--- src/rtl/scr1_tcm_portb_arb.sv ---
// TCM port B arbiter: shares the data port between the core dmem bus and the
// accelerator master. It handles starvation, lock bursts and core byte-lane formatting.

package scr1_memif_pkg;
    typedef enum logic {
        SCR1_MEM_CMD_RD = 1'b0,
        SCR1_MEM_CMD_WR = 1'b1
    } type_scr1_mem_cmd_e;

    typedef enum logic [1:0] {
        SCR1_MEM_WIDTH_BYTE  = 2'b00,
        SCR1_MEM_WIDTH_HWORD = 2'b01,
        SCR1_MEM_WIDTH_WORD  = 2'b10,
        SCR1_MEM_WIDTH_ERROR = 2'b11
    } type_scr1_mem_width_e;

    typedef enum logic [1:0] {
        SCR1_MEM_RESP_NOTRDY = 2'b00,
        SCR1_MEM_RESP_RDY_OK = 2'b01,
        SCR1_MEM_RESP_RDY_ER = 2'b10
    } type_scr1_mem_resp_e;
endpackage

module scr1_tcm_portb_arb
    import scr1_memif_pkg::*;
#(
    parameter int unsigned SCR1_TCM_SIZE = 32'h00010000,
    parameter int unsigned ACC_MAX_WAIT  = 4,
    parameter int unsigned LOCK_MAX      = 8,
    localparam int unsigned AW           = $clog2(SCR1_TCM_SIZE) - 2
) (
    input  logic                 clk,
    input  logic                 rst,
    // core dmem
    input  logic                 dmem_req,
    input  type_scr1_mem_cmd_e   dmem_cmd,
    input  type_scr1_mem_width_e dmem_width,
    input  logic [31:0]          dmem_addr,
    input  logic [31:0]          dmem_wdata,
    output logic                 dmem_req_ack,
    output logic [31:0]          dmem_rdata,
    output type_scr1_mem_resp_e  dmem_resp,
    // accelerator
    input  logic                 acc_req,
    input  logic                 acc_we,
    input  logic                 acc_lock,
    input  logic [AW-1:0]        acc_addr,
    input  logic [31:0]          acc_wdata,
    input  logic [3:0]           acc_be,
    output logic                 acc_gnt,
    output logic                 acc_rvalid,
    output logic [31:0]          acc_rdata,
    // memory port B
    output logic                 mem_renb,
    output logic                 mem_wenb,
    output logic [3:0]           mem_webb,
    output logic [AW-1:0]        mem_addrb,
    output logic [31:0]          mem_datab,
    input  logic [31:0]          mem_qb
);

    localparam int unsigned SW = (ACC_MAX_WAIT < 1) ? 1 : $clog2(ACC_MAX_WAIT + 1);
    localparam int unsigned LW = (LOCK_MAX < 2) ? 1 : $clog2(LOCK_MAX + 1);

    typedef enum logic {StArb, StLock} state_e;
    typedef enum logic [1:0] {OwnNone, OwnCore, OwnAcc} owner_e;

    state_e              state;
    owner_e              rd_owner;
    logic [SW-1:0]       starve_cnt;
    logic [LW-1:0]       lock_cnt;
    logic                core_prio;
    logic [1:0]          shift_reg;
    type_scr1_mem_resp_e resp_reg;

    logic                core_win;
    logic                acc_win;
    logic                starved;
    logic                lock_last;
    logic [31:0]         core_data;
    logic [3:0]          core_be;
    logic [31-AW-2:0]    unused_addr_hi;

    assign unused_addr_hi = dmem_addr[31:AW+2];
    assign starved        = (starve_cnt == SW'(ACC_MAX_WAIT));
    // This lock grant brings the burst count to LOCK_MAX.
    assign lock_last      = (state == StLock) && acc_win && (lock_cnt == LW'(LOCK_MAX - 1));

    // Grant decision; no grants at all while reset is asserted.
    always_comb begin
        acc_win  = 1'b0;
        core_win = 1'b0;
        if (!rst) begin
            if (state == StLock) begin
                acc_win = acc_req;
            end else begin
                acc_win  = acc_req && (!dmem_req || starved) && !core_prio;
                core_win = dmem_req && !acc_win;
            end
        end
    end

    assign dmem_req_ack = core_win;
    assign acc_gnt      = acc_win;

    // Core write replication and byte enables from width and address offset.
    always_comb begin
        core_data = dmem_wdata;
        core_be   = 4'hF;
        unique case (dmem_width)
            SCR1_MEM_WIDTH_BYTE: begin
                core_data = {4{dmem_wdata[7:0]}};
                core_be   = 4'b0001 << dmem_addr[1:0];
            end
            SCR1_MEM_WIDTH_HWORD: begin
                core_data = {2{dmem_wdata[15:0]}};
                core_be   = 4'b0011 << {dmem_addr[1], 1'b0};
            end
            default: begin
                core_data = dmem_wdata;
                core_be   = 4'hF;
            end
        endcase
    end

    // Port B mux; address/data default to the core side when idle.
    always_comb begin
        mem_renb  = 1'b0;
        mem_wenb  = 1'b0;
        mem_webb  = core_be;
        mem_addrb = dmem_addr[AW+1:2];
        mem_datab = core_data;
        if (acc_win) begin
            mem_renb  = !acc_we;
            mem_wenb  = acc_we;
            mem_webb  = acc_be;
            mem_addrb = acc_addr;
            mem_datab = acc_wdata;
        end else if (core_win) begin
            mem_renb = (dmem_cmd == SCR1_MEM_CMD_RD);
            mem_wenb = (dmem_cmd == SCR1_MEM_CMD_WR);
        end
    end

    // Arbitration state, counters and response pipeline.
    always_ff @(posedge clk or posedge rst) begin
        if (rst) begin
            state      <= StArb;
            rd_owner   <= OwnNone;
            starve_cnt <= '0;
            lock_cnt   <= '0;
            core_prio  <= 1'b0;
            shift_reg  <= 2'b00;
            resp_reg   <= SCR1_MEM_RESP_NOTRDY;
        end else begin
            if (core_win && (dmem_cmd == SCR1_MEM_CMD_RD)) begin
                rd_owner  <= OwnCore;
                shift_reg <= dmem_addr[1:0];
            end else if (acc_win && !acc_we) begin
                rd_owner <= OwnAcc;
            end else begin
                rd_owner <= OwnNone;
            end

            resp_reg <= core_win ? SCR1_MEM_RESP_RDY_OK : SCR1_MEM_RESP_NOTRDY;

            if (!acc_req || acc_win) begin
                starve_cnt <= '0;
            end else if (!starved) begin
                starve_cnt <= starve_cnt + 1'b1;
            end

            if (lock_last) begin
                core_prio <= 1'b1;
            end else if (core_prio && (!dmem_req || core_win)) begin
                core_prio <= 1'b0;
            end

            case (state)
                StArb: begin
                    if (acc_win && acc_lock) begin
                        if (LOCK_MAX > 1) begin
                            state    <= StLock;
                            lock_cnt <= LW'(1);
                        end else begin
                            // A one-access burst is already at the limit.
                            core_prio <= 1'b1;
                        end
                    end
                end
                StLock: begin
                    if (!acc_req || lock_last || !acc_lock) begin
                        state    <= StArb;
                        lock_cnt <= '0;
                    end else begin
                        lock_cnt <= lock_cnt + 1'b1;
                    end
                end
                default: begin
                    state    <= StArb;
                    lock_cnt <= '0;
                end
            endcase
        end
    end

    assign dmem_resp  = resp_reg;
    assign dmem_rdata = mem_qb >> {shift_reg, 3'b000};
    assign acc_rvalid = (rd_owner == OwnAcc);
    assign acc_rdata  = mem_qb;

endmodule

--- config.mk ---
export PLATFORM = sky130hd
export DESIGN_NAME = scr1_tcm_portb_arb
export DESIGN_NICKNAME = d
export VERILOG_FILES = /design/src/rtl/scr1_tcm_portb_arb.sv
export SDC_FILE = /design/constraint.sdc
export NUM_CORES = 1
export LEC_CHECK = 0
export CORE_AREA = 2 2 106 108
export DETAILED_ROUTE_END_ITERATION = 10
export DIE_AREA = 0 0 108 110
export PLACE_DENSITY = 0.7
export SETUP_SLACK_MARGIN = 0.05
export SLEW_MARGIN = 20
export SYNTH_ARGS = -nofsm -noshare
export SYNTH_HDL_FRONTEND = slang
export SYNTH_SLANG_ARGS = --single-unit
--- constraint.sdc ---
create_clock -name clk -period 3.46 [get_ports clk]
set_input_delay 0.692 -clock clk [delete_from_list [all_inputs] [get_ports clk]]
set_output_delay 0.692 -clock clk [all_outputs]
set_load 0.05 [all_outputs]
# Word level (Yosys, flattened, before mapping)
# Index checks and enable logic that the tools add are counted.
# totals
ff_bits	14
latchBits	0
ram_bits	0
rom_bits	0
inputBits	155
elab_cells	68
n_memories	0
# op_classes
add_sub_neg	2
multipliers	0
div_mod_pow	0
order_cmp	0
eq_ne	6
shift	3
n_mux	26
n_bitwise	2
n_reduce_logical	22
# op_table
cell	count
$pmux 32 s2	1
$mux 32	1
$shr 32x5->32	1
$pmux 4 s2	2
$mux 14	1
$mux 1	13
$mux 4	3
$logic_and 1x1->1	9
$logic_not 1->1	6
$mux 3	2
$logic_or 1x1->1	5
$add 4x1->4 const B	1
$eq 4x3->1 const B	1
$mux 2	2
$shl 1x2->4 const A	1
$shl 2x2->4 const A	1
$add 3x1->3 const B	1
$eq 3x3->1 const B	1
$eq 2x1->1 const B	1
$eq 2x2->1 const B	1
$logic_not 2->1	1
$ne 2x1->1 const B	1
$ne 2x2->1 const B	1
$not 1->1	2
other kinds (2)	2

# Longest topological paths before layout
# Gate-level depths: netlist of run 1.
# logic_depth
word_depth	12
depth_mapped	7

# Least setup slack after synthesis of run 1
# Ideal clock, no wire load.
# synth_timing
path_type	input -> output
start	in dmem_req
end	out mem_webb[0]
t_arrival_ns	2.277
setup_slack_ns	0.491
path_stages	5
n_path_buf	2
cell_sequence	a21bo_2 > a22oi_4 > buf_6 > buf_6 > mux2i_1
# synth_via
elab_chain_len	7
# synth_lines
item	line	source
from (decl)	35	input logic dmem_req,
$logic_not 1->1	97	acc_win = acc_req && (!dmem_req || starved) && !core_prio;
$logic_or 1x1->1	97	
$logic_and 1x1->1 (2 in series)	97	
$mux 1	94	if (state == StLock) begin
$mux 1	93	if (!rst) begin
$mux 4	133	if (acc_win) begin
to (decl)	56	output logic [3:0] mem_webb,
# No other way between the ends.

# Worst setup path in the final report of run 1
# layout_timing
start	in dmem_req
end	out mem_addrb[13]
# layout_via
elab_chain_len	7
# layout_lines
item	line	source
$logic_not 1->1	97	
$logic_or 1x1->1	97	
$logic_and 1x1->1 (2 in series)	97	
$mux 1	94	
$mux 1	93	
$mux 14	133	
to (decl)	57	output logic [AW-1:0] mem_addrb,
# No other way between the ends.

==> out/metrics.yaml, run 1 <==
run_status:
  status: "complete, no violations"
cts:
  cts_tree: "done"
  cts_resized: 0
  clockRootBuffer: "clkbuf_8"
  ctsHoldBuffers: 0
  cts_sinks: 14
  cts_inserted_buffers: 3
  clk_path_buf_depth: 2
  clk_latency_ns: 0.25
  post_cts_buffers: 0
  cts.htree.levels: 1
  clkTransAtPathRegs_ns: 0.06
floorplan:
  initial_core_util_pct: 23.99
  rows: 38
  die_x_um: 108
  die_y_um: 110
  core_area_mm2: 0.01070
  dieArea_mm2: 0.01188
  ios: 276
synthesis:
  synth_top_family_by_area: "multiplexers"
  synthSimpleGateAreaFrac_pct: 13.51
  ys_types: 41
  synth_fa_ha_area_share_pct: 1.463
  synth-compound-area-share_pct: 13.12
  synth-seq-area-share_pct: 13.65
  synth_seq_cells: 14
  netlist_area_mm2: 0.002566
  yosysWarnings: 0
  syn_inst: 288
  synth_xor_area_share_pct: 0.6826
  synthMuxAreaShare_pct: 42.61
  syn_avg_cell_area_um2: 8.910
  syn_nets: 446
worst_setup_path:
  path_class: "in -> out"
  reg2reg_slack_ns: 1.79
  critPathCaptureType: "primary output"
  slowest_delay_ns: 0.50
  crit_family: "buffers and inverters"
  critPathRequiredTime_ns: 2.77
  critPathLaunchType: "input port"
  arrival_ns: 2.60
  critPathBufInv: 3
  worstPathCellList: "clkdlybuf4s50_1 -> a21bo_2 -> a22oi_4 -> buf_12 -> mux2_2 -> buf_4"
  slowest_stage: "clkdlybuf4s50_1"
  cp_max_fo: 36
layout:
  largestRegisters: "lock_cnt (4), starve_cnt (3)"
  fin_area_mm2: 0.005115
  antennaDiodeCount: 0
  drive_above_1_share_pct: 29.61
  nets: 669
  layout_common_cells: "clkdlybuf4s50_1, buf_4, mux2_2, mux2i_1, mux2_4"
  largest_reg_flops: 4
  nFillCells: 1016
  syn_to_final_growth_pct: 99.32
  final_common_cell: "clkdlybuf4s50_1"
  top_register: "lock_cnt"
global_route:
  antenna_found_initial: 0
  grt_pass1_vias: 2898
  grt_pass1_wl_um: 14320
  grt_start_max_net_pins: 37
  grt_use_total_pct: 15.16
  grt_overflow: 0
route:
  drt-vias-per-instance: 4.534
  num_vias: 2947
  ant_nets: 0
  wl_per_cell_um: 15.45
  first_pass_iters: 4
  first_iter_violations: 81
  routed_wl_um: 10040
  drc: 0
sta:
  finalSetupTns_ns: 0
  fin_crit_sh_pct: 95.08
  hold_viol: 0
  rsz0062_at_grt: "false"
  drv_slew: 0
  slew_headroom_pct: 59.52
  setup_ws_ns: 0.1702
  fin_crit_ns: 3.290
  fin_skew_ns: 0.0009299
  finalSetupViolations: 0
  max_freq_ghz: 0.3040
  worstMarginPinSlew_ns: 0.6060
job:
  drv_cap: 0
placed_design:
  gp_congestion: 0.7612
  port_buffers: 258
  placed_cell_area_mm2: 0.005060
  place.detailed.hpwl_um: 8611
  pre_cts_ws_ns: 0.1707
hold_path:
  hp-class: "reg -> reg"
power_and_ir_drop:
  ir_worst_vdd_v: 0.0001935
  p_leak_nw: 2.226
  power_density_mw_per_mm2: 357.9
  p_total_mw: 1.831
cell families (layout without fill, tap and decap cells):
group           Yosys count  after routing
mux                      93             93
simple gates             65             65
buf+inv                  59            281
compound gates           51             51
flops                    14             14
fa+ha+maj                 3              3
xor+xnor                  2              2
other cells               1              1
per-layer routing:
metal	up-vias	GRT usage (%)	part of all wire [%]
met4	0	3.297	0.93
li1	1438	-	-
met1	1331	15.81	35
met5	-	0	0
met3	8	4.056	11
met2	170	30.19	53
where the power goes:
group | total [mW] | switching [mW] | internal, mW
sequential | 0.189 | 0.0102 | 0.179
clock | 0.161 | 0.0604 | 0.101
combinational | 1.48 | 0.879 | 0.601
stage by stage:
step | util [%] | hold slack (ns) | std cells
floorplan | - | 0.4772 | 288
global placement | 47.30 | 0.4918 | 646
detailed placement | 47.30 | 0.5168 | 646
CTS | 47.81 | 0.5298 | 650
global route | 47.81 | 0.5526 | 650
finish | 47.81 | 0.5255 | 650
synth_stat cells (all sizes together):
cell     count  area (um2)
o22ai        2       12.51
nand3b       1       7.510
nand2       19       71.32
a211oi       8       60.06
o21ai       16       80.08
conb         1       3.750
and3         3       18.77
a31o         1       8.760
and2         9       56.30
xnor2        2       17.52
a2bb2o       1       10.01
nor2b       11       71.32
o21bai       3       22.52
a22oi        1       21.27
and4bb       1       12.51
nand3        3       15.01
dfrtp       14       350.3
o2111a       1       11.26
a21bo        1       10.01
mux2i       26       260.3
nor2        13       48.80
a2111oi      1       8.760
inv          9       36.29
a21oi       13       65.06
nor3b        2       20.02
a211o        1       8.760
o2bb2ai      1       8.760
clkbuf       6       22.52
buf         44       321.6
nand2b       1       6.260
nand4b       1       8.760
mux2        67       833.3
ha           3       37.54
and4b        1       10.01
a22o         1       8.760
final timing paths:
path,endpoint,cells past startpoint,start
setup / recovery,mem_addrb[13],6,dmem_req
hold / removal,lock_cnt[3],1,lock_cnt[3]
setup reg to reg,starve_cnt[2],6,starve_cnt[0]
hold reg to reg,lock_cnt[3],1,lock_cnt[3]
max in group asynchronous,rd_owner[1],3,rst
min in group asynchronous,lock_cnt[1],2,rst
cell type report:
class                   instances  area [um2]  share of cell area (%)
repair buffers                268        2663                   52.05
multi-input cells             215        1836                   35.89
flip-flops and latches         14       350.3                   6.849
well taps                     140       175.2                   3.425
clock buffers                   4       55.05                   1.076
inverters                       9       36.28                  0.7094
No activity file was read; power rests on OpenSTA's default activity.
==> inputs of run 2 (changes only) <==
--- a/config.mk
+++ b/config.mk
@@ -8,6 +8,7 @@
 export CORE_AREA = 2 2 106 108
 export DETAILED_ROUTE_END_ITERATION = 10
 export DIE_AREA = 0 0 108 110
+export GPL_ROUTABILITY_DRIVEN = 0
 export PLACE_DENSITY = 0.7
 export SETUP_SLACK_MARGIN = 0.05
 export SLEW_MARGIN = 20
==> results of run 2 <==
No change in the layout: final DEF, timing and power equal those of run 1.
==> inputs of run 3 (changes only) <==
--- a/config.mk
+++ b/config.mk
@@ -5,11 +5,13 @@
 export SDC_FILE = /design/constraint.sdc
 export NUM_CORES = 1
 export LEC_CHECK = 0
-export CORE_AREA = 2 2 106 108
+export CELL_PAD_IN_SITES_DETAIL_PLACEMENT = 0
+export CELL_PAD_IN_SITES_GLOBAL_PLACEMENT = 2
+export CORE_MARGIN = 2
+export CORE_UTILIZATION = 15
 export DETAILED_ROUTE_END_ITERATION = 10
-export DIE_AREA = 0 0 108 110
 export GPL_ROUTABILITY_DRIVEN = 0
-export PLACE_DENSITY = 0.7
+export PLACE_DENSITY_LB_ADDON = 0.1
 export SETUP_SLACK_MARGIN = 0.05
 export SLEW_MARGIN = 20
 export SYNTH_ARGS = -nofsm -noshare
==> out/metrics.yaml, run 3 (same netlist as run 1, synthesis figures left out) <==
sta:
  drv_slew: 0
  fin_crit_sh_pct: 94.77
  hold_viol: 0
  finalSetupViolations: 0
  slew_headroom_pct: 55.99
  fin_skew_ns: 0.006023
  max_freq_ghz: 0.3050
  setup_ws_ns: 0.1811
  worstMarginPinSlew_ns: 0.6589
  fin_crit_ns: 3.279
  rsz0062_at_grt: "false"
  whs_ns: 0.5041
  finalSetupTns_ns: 0
cts:
  cts_inserted_buffers: 3
  clk_path_buf_depth: 2
  clockRootBuffer: "clkbuf_16"
  cts_sinks: 14
  clk_latency_ns: 0.24
  post_cts_buffers: 0
  ctsHoldBuffers: 0
  cts_tree: "done"
  clkTransAtPathRegs_ns: 0.04
  cts_resized: 0
  cts.htree.levels: 1
global_route:
  met1_usage_pct: 13.01
  met3_usage_pct: 3.529
  antenna_found_initial: 0
  top_usage_layer: "met2"
  grt_use_total_pct: 11.47
  grt_pass1_vias: 2970
  grtUsageMet2_pct: 21.26
  grt_pass1_wl_um: 16370
  grt_overflow: 0
  grt_start_max_net_pins: 36
layout:
  multiInputGateArea_mm2: 0.001836
  nFillCells: 1759
  largest_reg_flops: 4
  top_register: "lock_cnt"
  syn_to_final_growth_pct: 105.1
  fin_util_pct: 31.63
  seq_area_um2: 350.3
  layout_common_cells: "clkdlybuf4s50_1, buf_4, mux2_2, mux2i_1, mux2_4"
  final_common_cell: "clkdlybuf4s50_1"
  drive_above_1_share_pct: 32.30
  antennaDiodeCount: 0
  largestRegisters: "lock_cnt (4), starve_cnt (3)"
  nets: 673
worst_setup_path:
  critPathRequiredTime_ns: 2.77
  path_class: "in -> out"
  critPathLaunchType: "input port"
  rr_startpoint: "starve_cnt[0]"
  startpoint: "dmem_req"
  critPathCaptureType: "primary output"
  cp_max_fo: 15
  arrival_ns: 2.59
power_and_ir_drop:
  p_leak_nw: 2.282
  power_density_mw_per_mm2: 364.6
  ir_worst_vdd_v: 0.0002274
floorplan:
  ios: 276
  dieArea_mm2: 0.01817
  rows: 47
  core_area_mm2: 0.01664
  die_y_um: 134.8
  initial_core_util_pct: 15.42
  die_x_um: 134.8
run_status:
  status: "complete, no violations"
placed_design:
  port_buffers: 258
  pre_cts_ws_ns: 0.1745
  place.detailed.hpwl_um: 9626
route:
  drt-vias-per-instance: 3.992
  num_vias: 2930
  routed_wl_um: 11280
  drc: 0
  wl_per_cell_um: 15.37
  first_pass_iters: 4
  ant_nets: 0
  first_iter_violations: 46
hold_path:
  hp-class: "reg -> reg"
  hp-start: "shift_reg[0]"
job:
  drv_cap: 0
-- run 3: changes by cell type in the layout (fill, tap and decap cells not counted), sizes merged --
cell | previous run | this run
buf | 73 | 88
clkdlybuf4s50 | 195 | 184
-- run 3: power by group --
part / switching, mW / total [mW] / internal [mW]
sequential: 0.0113 / 0.190 / 0.179
clock: 0.0678 / 0.243 / 0.175
combinational: 0.888 / 1.49 / 0.599
-- run 3: per-stage QoR --
stage	instances	cell area [um2]	power [mW]
floorplan	288	2566	1.127
global placement	730	5175	1.696
detailed placement	730	5175	1.694
CTS	734	5264	1.945
global route	734	5264	2.012
finish	734	5264	1.919
-- run 3: final cells by class --
cell class / count / share of cell area (%)
clock buffers: 4 / 1.688
well taps: 220 / 5.229
repair buffers: 272 / 50.87
inverters: 9 / 0.6893
flip-flops and latches: 14 / 6.656
multi-input cells: 215 / 34.87
-- run 3: worst max-delay path: stages --
cell	delay, ns
clkdlybuf4s50_1	0.52
a21bo_2	0.28
a22oi_4	0.19
buf_12	0.18
buf_12	0.17
mux2_2	0.35
buf_4	0.19
-- run 3: worst paths after layout --
path,to,slack (ns),cells after the start
worst max-delay path,mem_datab[8],0.18,7
worst min-delay path,shift_reg[0],0.50,1
worst max register to register,starve_cnt[2],1.74,7
worst min register to register,shift_reg[0],0.50,1
max in group asynchronous,starve_cnt[0],2.27,3
min in group asynchronous,lock_cnt[2],0.79,2
-- run 3: routing by layer --
| layer | vias up | routed length, um |
|---|---|---|
| met1 | 1303 | 4358 |
| met3 | 6 | 1202 |
| met4 | 0 | 100 |
| met5 | - | 0 |
| met2 | 167 | 5615 |
| li1 | 1454 | - |
